File: src/rtl/dcmac_rx_merge.sv
// dcmac_rx_merge: pops four DCMAC segment lanes in rotation and packs up to four segments
// per 512-bit AXI-Stream beat, ending each beat at a packet boundary. Optional SOP framing via DCMAC_MERGE_SOP_CHECK_EN.
module dcmac_rx_merge #(
   parameter int unsigned CNT_WIDTH = 32
) (
   input  logic                 clk,
   input  logic                 resetn,
   input  logic [127:0]         seg0_tdata,
   input  logic [15:0]          seg0_tkeep,
   input  logic [2:0]           seg0_tuser,
   input  logic                 seg0_tlast,
   input  logic                 seg0_tvalid,
   output logic                 seg0_tready,
   input  logic [127:0]         seg1_tdata,
   input  logic [15:0]          seg1_tkeep,
   input  logic [2:0]           seg1_tuser,
   input  logic                 seg1_tlast,
   input  logic                 seg1_tvalid,
   output logic                 seg1_tready,
   input  logic [127:0]         seg2_tdata,
   input  logic [15:0]          seg2_tkeep,
   input  logic [2:0]           seg2_tuser,
   input  logic                 seg2_tlast,
   input  logic                 seg2_tvalid,
   output logic                 seg2_tready,
   input  logic [127:0]         seg3_tdata,
   input  logic [15:0]          seg3_tkeep,
   input  logic [2:0]           seg3_tuser,
   input  logic                 seg3_tlast,
   input  logic                 seg3_tvalid,
   output logic                 seg3_tready,
   output logic [511:0]         m_axis_tdata,
   output logic [63:0]          m_axis_tkeep,
   output logic                 m_axis_tuser,
   output logic                 m_axis_tlast,
   output logic                 m_axis_tvalid,
   input  logic                 m_axis_tready,
   output logic [CNT_WIDTH-1:0] pkt_count,
   output logic [15:0]          drop_count
);

   localparam int unsigned LANES   = 4;
   localparam int unsigned SEG_W   = 128;
   localparam int unsigned KEEP_W  = 16;
   localparam int unsigned BEAT_W  = SEG_W * LANES;
   localparam int unsigned BKEEP_W = KEEP_W * LANES;
   localparam int unsigned DROP_W  = 16;
   localparam int unsigned ERR_BIT = 2;
   localparam int unsigned SOP_BIT = 1;
   localparam int unsigned ENA_BIT = 0;

   // Lane-indexed views of the four segment ports
   logic [SEG_W-1:0]   w_lane_data [LANES];
   logic [KEEP_W-1:0]  w_lane_keep [LANES];
   logic [LANES-1:0]   w_lane_err;
   logic [LANES-1:0]   w_lane_sop;
   logic [LANES-1:0]   w_lane_ena;
   logic [LANES-1:0]   w_lane_last;
   logic [LANES-1:0]   w_lane_valid;
   logic [LANES-1:0]   w_lane_ready;

   assign w_lane_data[0] = seg0_tdata;
   assign w_lane_data[1] = seg1_tdata;
   assign w_lane_data[2] = seg2_tdata;
   assign w_lane_data[3] = seg3_tdata;
   assign w_lane_keep[0] = seg0_tkeep;
   assign w_lane_keep[1] = seg1_tkeep;
   assign w_lane_keep[2] = seg2_tkeep;
   assign w_lane_keep[3] = seg3_tkeep;
   assign w_lane_err     = {seg3_tuser[ERR_BIT], seg2_tuser[ERR_BIT], seg1_tuser[ERR_BIT], seg0_tuser[ERR_BIT]};
   assign w_lane_sop     = {seg3_tuser[SOP_BIT], seg2_tuser[SOP_BIT], seg1_tuser[SOP_BIT], seg0_tuser[SOP_BIT]};
   assign w_lane_ena     = {seg3_tuser[ENA_BIT], seg2_tuser[ENA_BIT], seg1_tuser[ENA_BIT], seg0_tuser[ENA_BIT]};
   assign w_lane_last    = {seg3_tlast, seg2_tlast, seg1_tlast, seg0_tlast};
   assign w_lane_valid   = {seg3_tvalid, seg2_tvalid, seg1_tvalid, seg0_tvalid};

   assign seg0_tready = w_lane_ready[0];
   assign seg1_tready = w_lane_ready[1];
   assign seg2_tready = w_lane_ready[2];
   assign seg3_tready = w_lane_ready[3];

   logic [1:0]           r_ptr;
   logic                 r_err_acc;
   logic [BEAT_W-1:0]    r_m_tdata;
   logic [BKEEP_W-1:0]   r_m_tkeep;
   logic                 r_m_tuser;
   logic                 r_m_tlast;
   logic                 r_m_tvalid;
   logic [CNT_WIDTH-1:0] r_pkt_count;

   logic [1:0]           w_lane_idx [LANES];
   logic [SEG_W-1:0]     w_slot_data [LANES];
   logic [KEEP_W-1:0]    w_slot_keep [LANES];
   logic [LANES-1:0]     w_slot_err;
   logic [LANES-1:0]     w_slot_last;
   logic [LANES-1:0]     w_slot_valid;
   logic [LANES-1:0]     w_in_window;
   logic [2:0]           w_n;
   logic                 w_beat_last;
   logic                 w_all_valid;
   logic                 w_beat_err;
   logic                 w_out_free;
   logic                 w_drop;
   logic                 w_fire;
   logic                 w_emit;
   logic [BEAT_W-1:0]    w_beat_data;
   logic [BKEEP_W-1:0]   w_beat_keep;
   logic                 w_unused;

   // Rotate lanes into window slots starting at the lane pointer
   always_comb begin
      for (int i = 0; i < LANES; i++) begin
         w_lane_idx[i]   = r_ptr + 2'(i);
         w_slot_data[i]  = w_lane_data[w_lane_idx[i]];
         w_slot_keep[i]  = w_lane_keep[w_lane_idx[i]];
         w_slot_err[i]   = w_lane_err[w_lane_idx[i]];
         w_slot_last[i]  = w_lane_last[w_lane_idx[i]];
         w_slot_valid[i] = w_lane_valid[w_lane_idx[i]];
      end
   end

   // Beat length: up to and including the first slot carrying tlast
   always_comb begin
      w_n         = 3'd4;
      w_beat_last = 1'b0;
      for (int i = 0; i < LANES; i++) begin
         if (!w_beat_last && w_slot_last[i]) begin
            w_n         = 3'(i + 1);
            w_beat_last = 1'b1;
         end
      end
   end

   always_comb begin
      w_in_window = '0;
      for (int i = 0; i < LANES; i++) begin
         w_in_window[i] = (3'(i) < w_n);
      end
   end

   assign w_all_valid = &(~w_in_window | w_slot_valid);
   assign w_beat_err  = |(w_in_window & w_slot_err);
   assign w_out_free  = !r_m_tvalid || m_axis_tready;
   // Discarded fires never touch the output register, so they skip the free check
   assign w_fire      = resetn && w_all_valid && (w_drop || w_out_free);
   assign w_emit      = w_fire && !w_drop;

   always_comb begin
      w_lane_ready = '0;
      for (int i = 0; i < LANES; i++) begin
         if (w_fire && w_in_window[i]) begin
            w_lane_ready[w_lane_idx[i]] = 1'b1;
         end
      end
   end

   always_comb begin
      w_beat_data = '0;
      w_beat_keep = '0;
      for (int i = 0; i < LANES; i++) begin
         if (w_in_window[i]) begin
            w_beat_data[SEG_W*i +: SEG_W]   = w_slot_data[i];
            w_beat_keep[KEEP_W*i +: KEEP_W] = w_slot_keep[i];
         end
      end
   end

   // Output register, lane pointer, error accumulator and packet counter
   always_ff @(posedge clk or negedge resetn) begin
      if (!resetn) begin
         r_ptr       <= '0;
         r_err_acc   <= 1'b0;
         r_m_tdata   <= '0;
         r_m_tkeep   <= '0;
         r_m_tuser   <= 1'b0;
         r_m_tlast   <= 1'b0;
         r_m_tvalid  <= 1'b0;
         r_pkt_count <= '0;
      end else begin
         if (w_emit) begin
            r_m_tdata  <= w_beat_data;
            r_m_tkeep  <= w_beat_keep;
            r_m_tuser  <= w_beat_last && (r_err_acc || w_beat_err);
            r_m_tlast  <= w_beat_last;
            r_m_tvalid <= 1'b1;
         end else if (m_axis_tready) begin
            r_m_tvalid <= 1'b0;
         end
         if (w_fire) begin
            r_ptr     <= r_ptr + 2'(w_n);
            r_err_acc <= w_beat_last ? 1'b0 : (r_err_acc || w_beat_err);
         end
         if (r_m_tvalid && m_axis_tready && r_m_tlast) begin
            r_pkt_count <= r_pkt_count + CNT_WIDTH'(1);
         end
      end
   end

`ifdef DCMAC_MERGE_SOP_CHECK_EN
   typedef enum logic [1:0] {
      EXPECT_SOP = 2'd0,
      IN_PKT     = 2'd1,
      DISCARD    = 2'd2
   } state_t;

   state_t            r_state;
   logic [DROP_W-1:0] r_drop_count;
   logic              w_slot0_sop;

   assign w_slot0_sop = w_lane_sop[r_ptr];
   assign w_drop      = (r_state == DISCARD) || ((r_state == EXPECT_SOP) && !w_slot0_sop);
   assign drop_count  = r_drop_count;
   assign w_unused    = ^w_lane_ena;

   // Framing: a packet must open with sop in slot 0, otherwise it is popped and dropped
   always_ff @(posedge clk or negedge resetn) begin
      if (!resetn) begin
         r_state      <= EXPECT_SOP;
         r_drop_count <= '0;
      end else if (w_fire) begin
         case (r_state)
            EXPECT_SOP: begin
               if (!w_slot0_sop) begin
                  if (r_drop_count != '1) begin
                     r_drop_count <= r_drop_count + DROP_W'(1);
                  end
                  if (!w_beat_last) begin
                     r_state <= DISCARD;
                  end
               end else if (!w_beat_last) begin
                  r_state <= IN_PKT;
               end
            end
            IN_PKT: begin
               if (w_beat_last) begin
                  r_state <= EXPECT_SOP;
               end
            end
            DISCARD: begin
               if (w_beat_last) begin
                  r_state <= EXPECT_SOP;
               end
            end
            default: r_state <= EXPECT_SOP;
         endcase
      end
   end
`else
   assign w_drop     = 1'b0;
   assign drop_count = '0;
   assign w_unused   = ^{w_lane_ena, w_lane_sop};
`endif

   assign m_axis_tdata  = r_m_tdata;
   assign m_axis_tkeep  = r_m_tkeep;
   assign m_axis_tuser  = r_m_tuser;
   assign m_axis_tlast  = r_m_tlast;
   assign m_axis_tvalid = r_m_tvalid;
   assign pkt_count     = r_pkt_count;

endmodule

File: config.mk
export PLATFORM = sky130hd
export DESIGN_NAME = dcmac_rx_merge
export DESIGN_NICKNAME = d
export VERILOG_FILES = /design/src/rtl/dcmac_rx_merge.sv
export SDC_FILE = /design/constraint.sdc
export NUM_CORES = 1
export LEC_CHECK = 0
export ABC_CLOCK_PERIOD_IN_PS = 6500
export CAP_MARGIN = 5
export CORE_AREA = 2 2 472 474
export CTS_BUF_LIST = sky130_fd_sc_hd__clkbuf_4 sky130_fd_sc_hd__clkbuf_8
export DETAILED_ROUTE_END_ITERATION = 10
export DIE_AREA = 0 0 474 476
export PLACE_DENSITY = 0.41
export RECOVER_POWER = 100
export SETUP_SLACK_MARGIN = 0.3
export SYNTH_ARGS = -nofsm -noshare
export SYNTH_HDL_FRONTEND = slang
export SYNTH_SLANG_ARGS = --single-unit
File: constraint.sdc
create_clock -name clk -period 6.5 [get_ports clk]
set_clock_uncertainty 0.05 [all_clocks]
set_input_delay 1.625 -clock clk [delete_from_list [all_inputs] [get_ports clk]]
set_output_delay 1.625 -clock clk [all_outputs]
set_load 0.1 [all_outputs]
[Yosys cells after proc, flatten, opt, wreduce, memory -nomap -nowiden]
Cells that the tools add are included.
Storage, ports and cells
  bits in registers: 614
  bits in latches: 0
  RAM bits: 0
  ROM bits: 0
  logic and storage cells: 143
  memories: 0
Cells by class
  $add $sub $neg: 5
  $mul: 0
  divide/modulo/power cells: 0
  magnitude comparators: 16
  eq/ne operators: 0
  shift operators: 0
  multiplexer cells: 79
  bitwise operators: 10
  reductions and logical operators: 25
Operator list (number)
  $mux W128: 12
  $bmux W128 S2: 4
  $mux W16: 12
  $bmux W16 S2: 4
  $add A32 B1 Y32 const B: 1
  $bmux W1 S2: 12
  $mux W1: 23
  $logic_and A1 B1 Y1: 16
  $mux W4: 4
  $or A4 B4 Y4: 4
  $ge A3 B3 Y1 const B: 4
  $lt A2 B3 Y1 const B: 4
  $mux W3: 4
  $not A2 Y3: 4
  $demux W1 S2: 4
  $ge A2 B1 Y1 const B: 4
  $lt A1 B3 Y1 const A: 2
  $lt A2 B3 Y1 const A: 2
  $add A2 B2 Y2 const B: 2
  $and A4 B4 Y4: 1
  $logic_not A1 Y1: 4
  $not A4 Y4: 1
  $reduce_and A4 Y1: 1
  $reduce_or A4 Y1: 1
  4 further kinds: 5

[Depth between registers and ports, before layout]
  depth after elaboration: 26
  depth in mapped cells: 16
  gate-level depth less buffers: 9

[Worst setup path after synthesis]
Ideal clock, no wire load.
  kind: reg2out
  start point: reg r_ptr[0]
  end point: out seg0_tready
  arrival time: 4.381 ns
  data required time: 4.825 ns
  path slack: 0.444 ns
  cell stages (with the launch flop): 13
  path buffers: 5
  cells stage by stage: dfrtp_1 > buf_2 > clkbuf_1 > clkbuf_1 > buf_2 > buf_2 > inv_1 > ha_1 > mux4_2 > or2_1 > nor3_1 > a2bb2oi_1 > nor2_1
On the way
  word-level cells in the longest chain between the ends: 26
  elaborated cells on any way between the ends: 72
  those cells by class: add/sub (3); order compare (12); mux (35); bitwise (5); reduce/logical (17)
RTL lines
  from (decl): line 81  | logic [1:0] r_ptr;
  from (signal assigned): line 189  | r_ptr <= r_ptr + 2'(w_n);
  parallel branches: the longest is 25 deep, another holds $lt A1 B3 Y1
  $mux W4 *: line 150  | if (w_fire && w_in_window[i]) begin
  to (decl): line 13  | output logic seg0_tready,
Mark *: on every way between the ends. The select of a mux whose other input is x is not followed.

[Worst setup path after layout]
  start point: in seg3_tlast
  end point: out seg2_tready
On the way
  word-level cells in the longest chain between the ends: 26
  elaborated cells on any way between the ends: 41
  those cells by class: order compare (4); mux (19); bitwise (5); reduce/logical (13)
RTL lines
  from (decl): line 29  | input logic seg3_tlast,
  $bmux W1 S2: line 116  | w_slot_last[i] = w_lane_last[w_lane_idx[i]];
  $mux W1 (not written as such): line 116
  $mux W1: line 126  | if (!w_beat_last && w_slot_last[i]) begin
  $logic_not A1 Y1: line 126
  $logic_and A1 B1 Y1: line 126
  $mux W1: line 126
  $logic_not A1 Y1: line 126
  $logic_and A1 B1 Y1: line 126
  [... 10 more ...]
  $logic_and A1 B1 Y1: line 150
  $mux W4: line 150
  $or A4 B4 Y4 (no source line)
  $mux W4: line 150
  $or A4 B4 Y4 (no source line)
  $mux W4: line 150
  $or A4 B4 Y4 (no source line)
  $mux W4 *: line 150
  to (decl): line 25  | output logic seg2_tready,
Every way passes the cells marked *; elsewhere a longest branch is shown, timed or not. The select of a mux whose other input is x is not followed.

==> impl_metrics.env <==
export IMPL_status="finished with violations"
export IMPL_violations="max-capacitance violations, max-slew violations"
export IMPL_worstSetupPathType="in -> out"
export IMPL_max_cap_violations=24
export IMPL_rr_worst_depth=9
export IMPL_grt_use_total_pct=17.0
export IMPL_clock_latency_ns=0.89
export IMPL_min_delay_path_class="reg -> reg"
export IMPL_die_area_sq_um=226000
export IMPL_rsz0062_at_grt="false"
export IMPL_hold_path_cell_count=1
export IMPL_postSynth_asyncResetShare_pct=100
export IMPL_grt_pass1_vias=32200
export IMPL_drcViolationCount=0
export IMPL_hp_start="pkt_count[31]$_DFFE_PN0P_"
export IMPL_cts_buffers=137
export IMPL_cts_root_buf="clkbuf_8"
export IMPL_hold_end="pkt_count[31]$_DFFE_PN0P_"
export IMPL_cts_sinks=614
export IMPL_ff_latch_area_sq_um=15400
export IMPL_start_kind="input port"
export IMPL_dp_hpwl_microns=151000
export IMPL_slew_violations=876
export IMPL_required_ns=4.83
export IMPL_final_common_cell="dfrtp_1"
export IMPL_synth_area_per_cell_sq_um=10.5
export IMPL_die_w_microns=474
export IMPL_wl_microns=199000
export IMPL_multiInputGateArea_sq_um=18700
export IMPL_mostFrequentLayoutCells="dfrtp_1 (612), dlygate4sd3_1 (592), clkdlybuf4s50_1 (587)"
export IMPL_cts_tree="built"
export IMPL_arrival_ns=4.39
export IMPL_grt_first_pass_wirelength_microns=270000
export IMPL_ys_ff_latch=614
export IMPL_fp_coreArea_sq_um=221000
export IMPL_cts_clk_slew_worst_paths_ns=0.06
export IMPL_clock_path_buffers=3
export IMPL_worstReg2RegStart="r_ptr[0]$_DFFE_PN0N_"
export IMPL_rows=173
export IMPL_tightest_slew_ns=3.41
export IMPL_ys_seq_area_share_pct=43.2
export IMPL_die_h_microns=476
export IMPL_first_pass_iters=5
export IMPL_synth_top_flop_cell="dfrtp_1"
export IMPL_ys_types=49
export IMPL_fin_crit_sh_pct=93.3
export IMPL_fmax_mhz=165
export IMPL_ys_warn_count=0
export IMPL_syn_area_sq_um=35600
export IMPL_portBuffers=1205
export IMPL_wl_per_cell_microns=26.3
export IMPL_drtAntennaViolNets=0
export IMPL_via_per_inst=4.27
export IMPL_htreeDepth=4
export IMPL_ctsResizeCount=0
export IMPL_drt_initial_drc_count=1797
export IMPL_r2r_end="m_axis_tdata[327]$_DFFE_PN0N_"
export IMPL_grt_max_degree=143
export IMPL_hold_viol_final=0
export IMPL_n_fill_cell=23900
export IMPL_cts_setup_buffers=0
export IMPL_nNetsFinal=5084
export IMPL_synth_cells=3386
export IMPL_vias=32400
export IMPL_drive_gt1_share_pct=11.8
export IMPL_cp_end_kind="output port"
export IMPL_setup_violations=0
export IMPL_slew_headroom_pct=-127
export IMPL_initial_core_util_pct=16.1
export IMPL_synth_edf_count=0
export IMPL_r2r_slack_ns=0.52
export IMPL_gp_congestion=0.860
export IMPL_overflow=0
export IMPL_antenna_found_initial=103
export IMPL_setup_tns_final_ns=0
export IMPL_min_period_ns=6.07
export IMPL_worstPathMaxFanout=14
export IMPL_ctsHoldBuffers=0
export IMPL_io_pins=1230
export IMPL_area_delta_synth_final_pct=49.8
[area by class of cell]
| cell class | instances | area share [%] |
|---|---|---|
| Clock inverter | 19 | 0.411 |
| Inverter | 9 | 0.0774 |
| Sequential cell | 614 | 28.8 |
| Clock buffer | 227 | 5.12 |
| Multi-Input combinational cell | 2450 | 35.1 |
| Tap cell | 2975 | 6.98 |
| Antenna cell | 27 | 0.127 |
| Timing Repair Buffer | 1267 | 23.4 |
[through the flow]
stage               utilization, %  setup WS (ns)  hold slack (ns)  std cells  instance area [sq um]
global placement              22.9          0.782            0.412       7315                  50500
CTS                           24.2          0.614            0.431       7561                  53500
global route                  24.1          0.284            0.440       7570                  53300
finish                        24.1          0.434            0.419       7588                  53300
detailed placement            22.9          0.786            0.422       7315                  50500
floorplan                        -          0.444            0.465       3401                  35700
[how the worst max path moves through the flow]
stage,depth (start not counted),endpoint,from,slack (ns)
2_1_floorplan,12,seg0_tready,r_ptr[0]$_DFFE_PN0N_,0.44
3_3_place_gp,7,seg0_tready,seg3_tlast,0.78
3_5_place_dp,7,seg0_tready,seg3_tlast,0.79
4_1_cts,8,seg0_tready,r_ptr[0]$_DFFE_PN0N_,0.61
5_1_grt,7,seg2_tready,r_ptr[0]$_DFFE_PN0N_,0.28
6_report,7,seg2_tready,seg3_tlast,0.43
[worst max-delay path, stage by stage]
cell	delay, ns
dlygate4sd3_1	0.61
mux4_4	0.74
or2_0	0.30
o2bb2a_4	0.34
o21bai_1	0.15
a21oi_1	0.09
clkbuf_2	0.47
[cell families (layout without fill, tap and decap cells)]
logic type	Yosys count	after routing	synth area share, %
xor+xnor	32	32	0.787
other cells	1	43	0.0105
compound gates	898	898	16.8
buf+inv	337	1522	4.55
mux	863	863	27.4
simple gates	635	635	7.07
flops	614	614	43.2
fa+ha+maj	6	6	0.211
[sequential cells by signal, summed over array words and instances, names as in the netlist]
register	count
m_axis_tdata	512
m_axis_tkeep	64
m_axis_tlast	1
m_axis_tuser	1
m_axis_tvalid	1
pkt_count	32
r_err_acc	1
r_ptr	2
[Yosys cell counts, drive strengths merged, types with 3 or more instances]
library cell,count,area (sq um)
a22o,15,131
o21ai,182,915
or2,3,18.8
dfrtp,614,15400
and3,7,43.8
nand3,10,50.1
mux2i,276,2760
inv,9,33.8
nor3,3,15.0
xor2,8,70.1
nand4,8,50.1
o31ai,3,22.5
nor2,416,1560
buf,169,990
nand2b,5,31.3
nand2,169,634
and4,7,61.3
mux2,552,6220
o2bb2ai,273,2390
mux4,35,788
clkbuf,159,597
a21oi,280,1400
ha,6,75.1
a211oi,131,983
xnor2,24,210
[per-layer routing]
metal  up-vias  share of wire, %  GRT usage, %
li1      14700                 -             -
met1     16100                39          19.5
met2      1268                48          28.5
met3       342               9.8          7.09
met4        70               3.2          5.39
met5         -              0.24             0
Power is left out: the tool's default activity adds up to more than one toggle a clock period on the data nets, which glitch-free logic cannot reach.
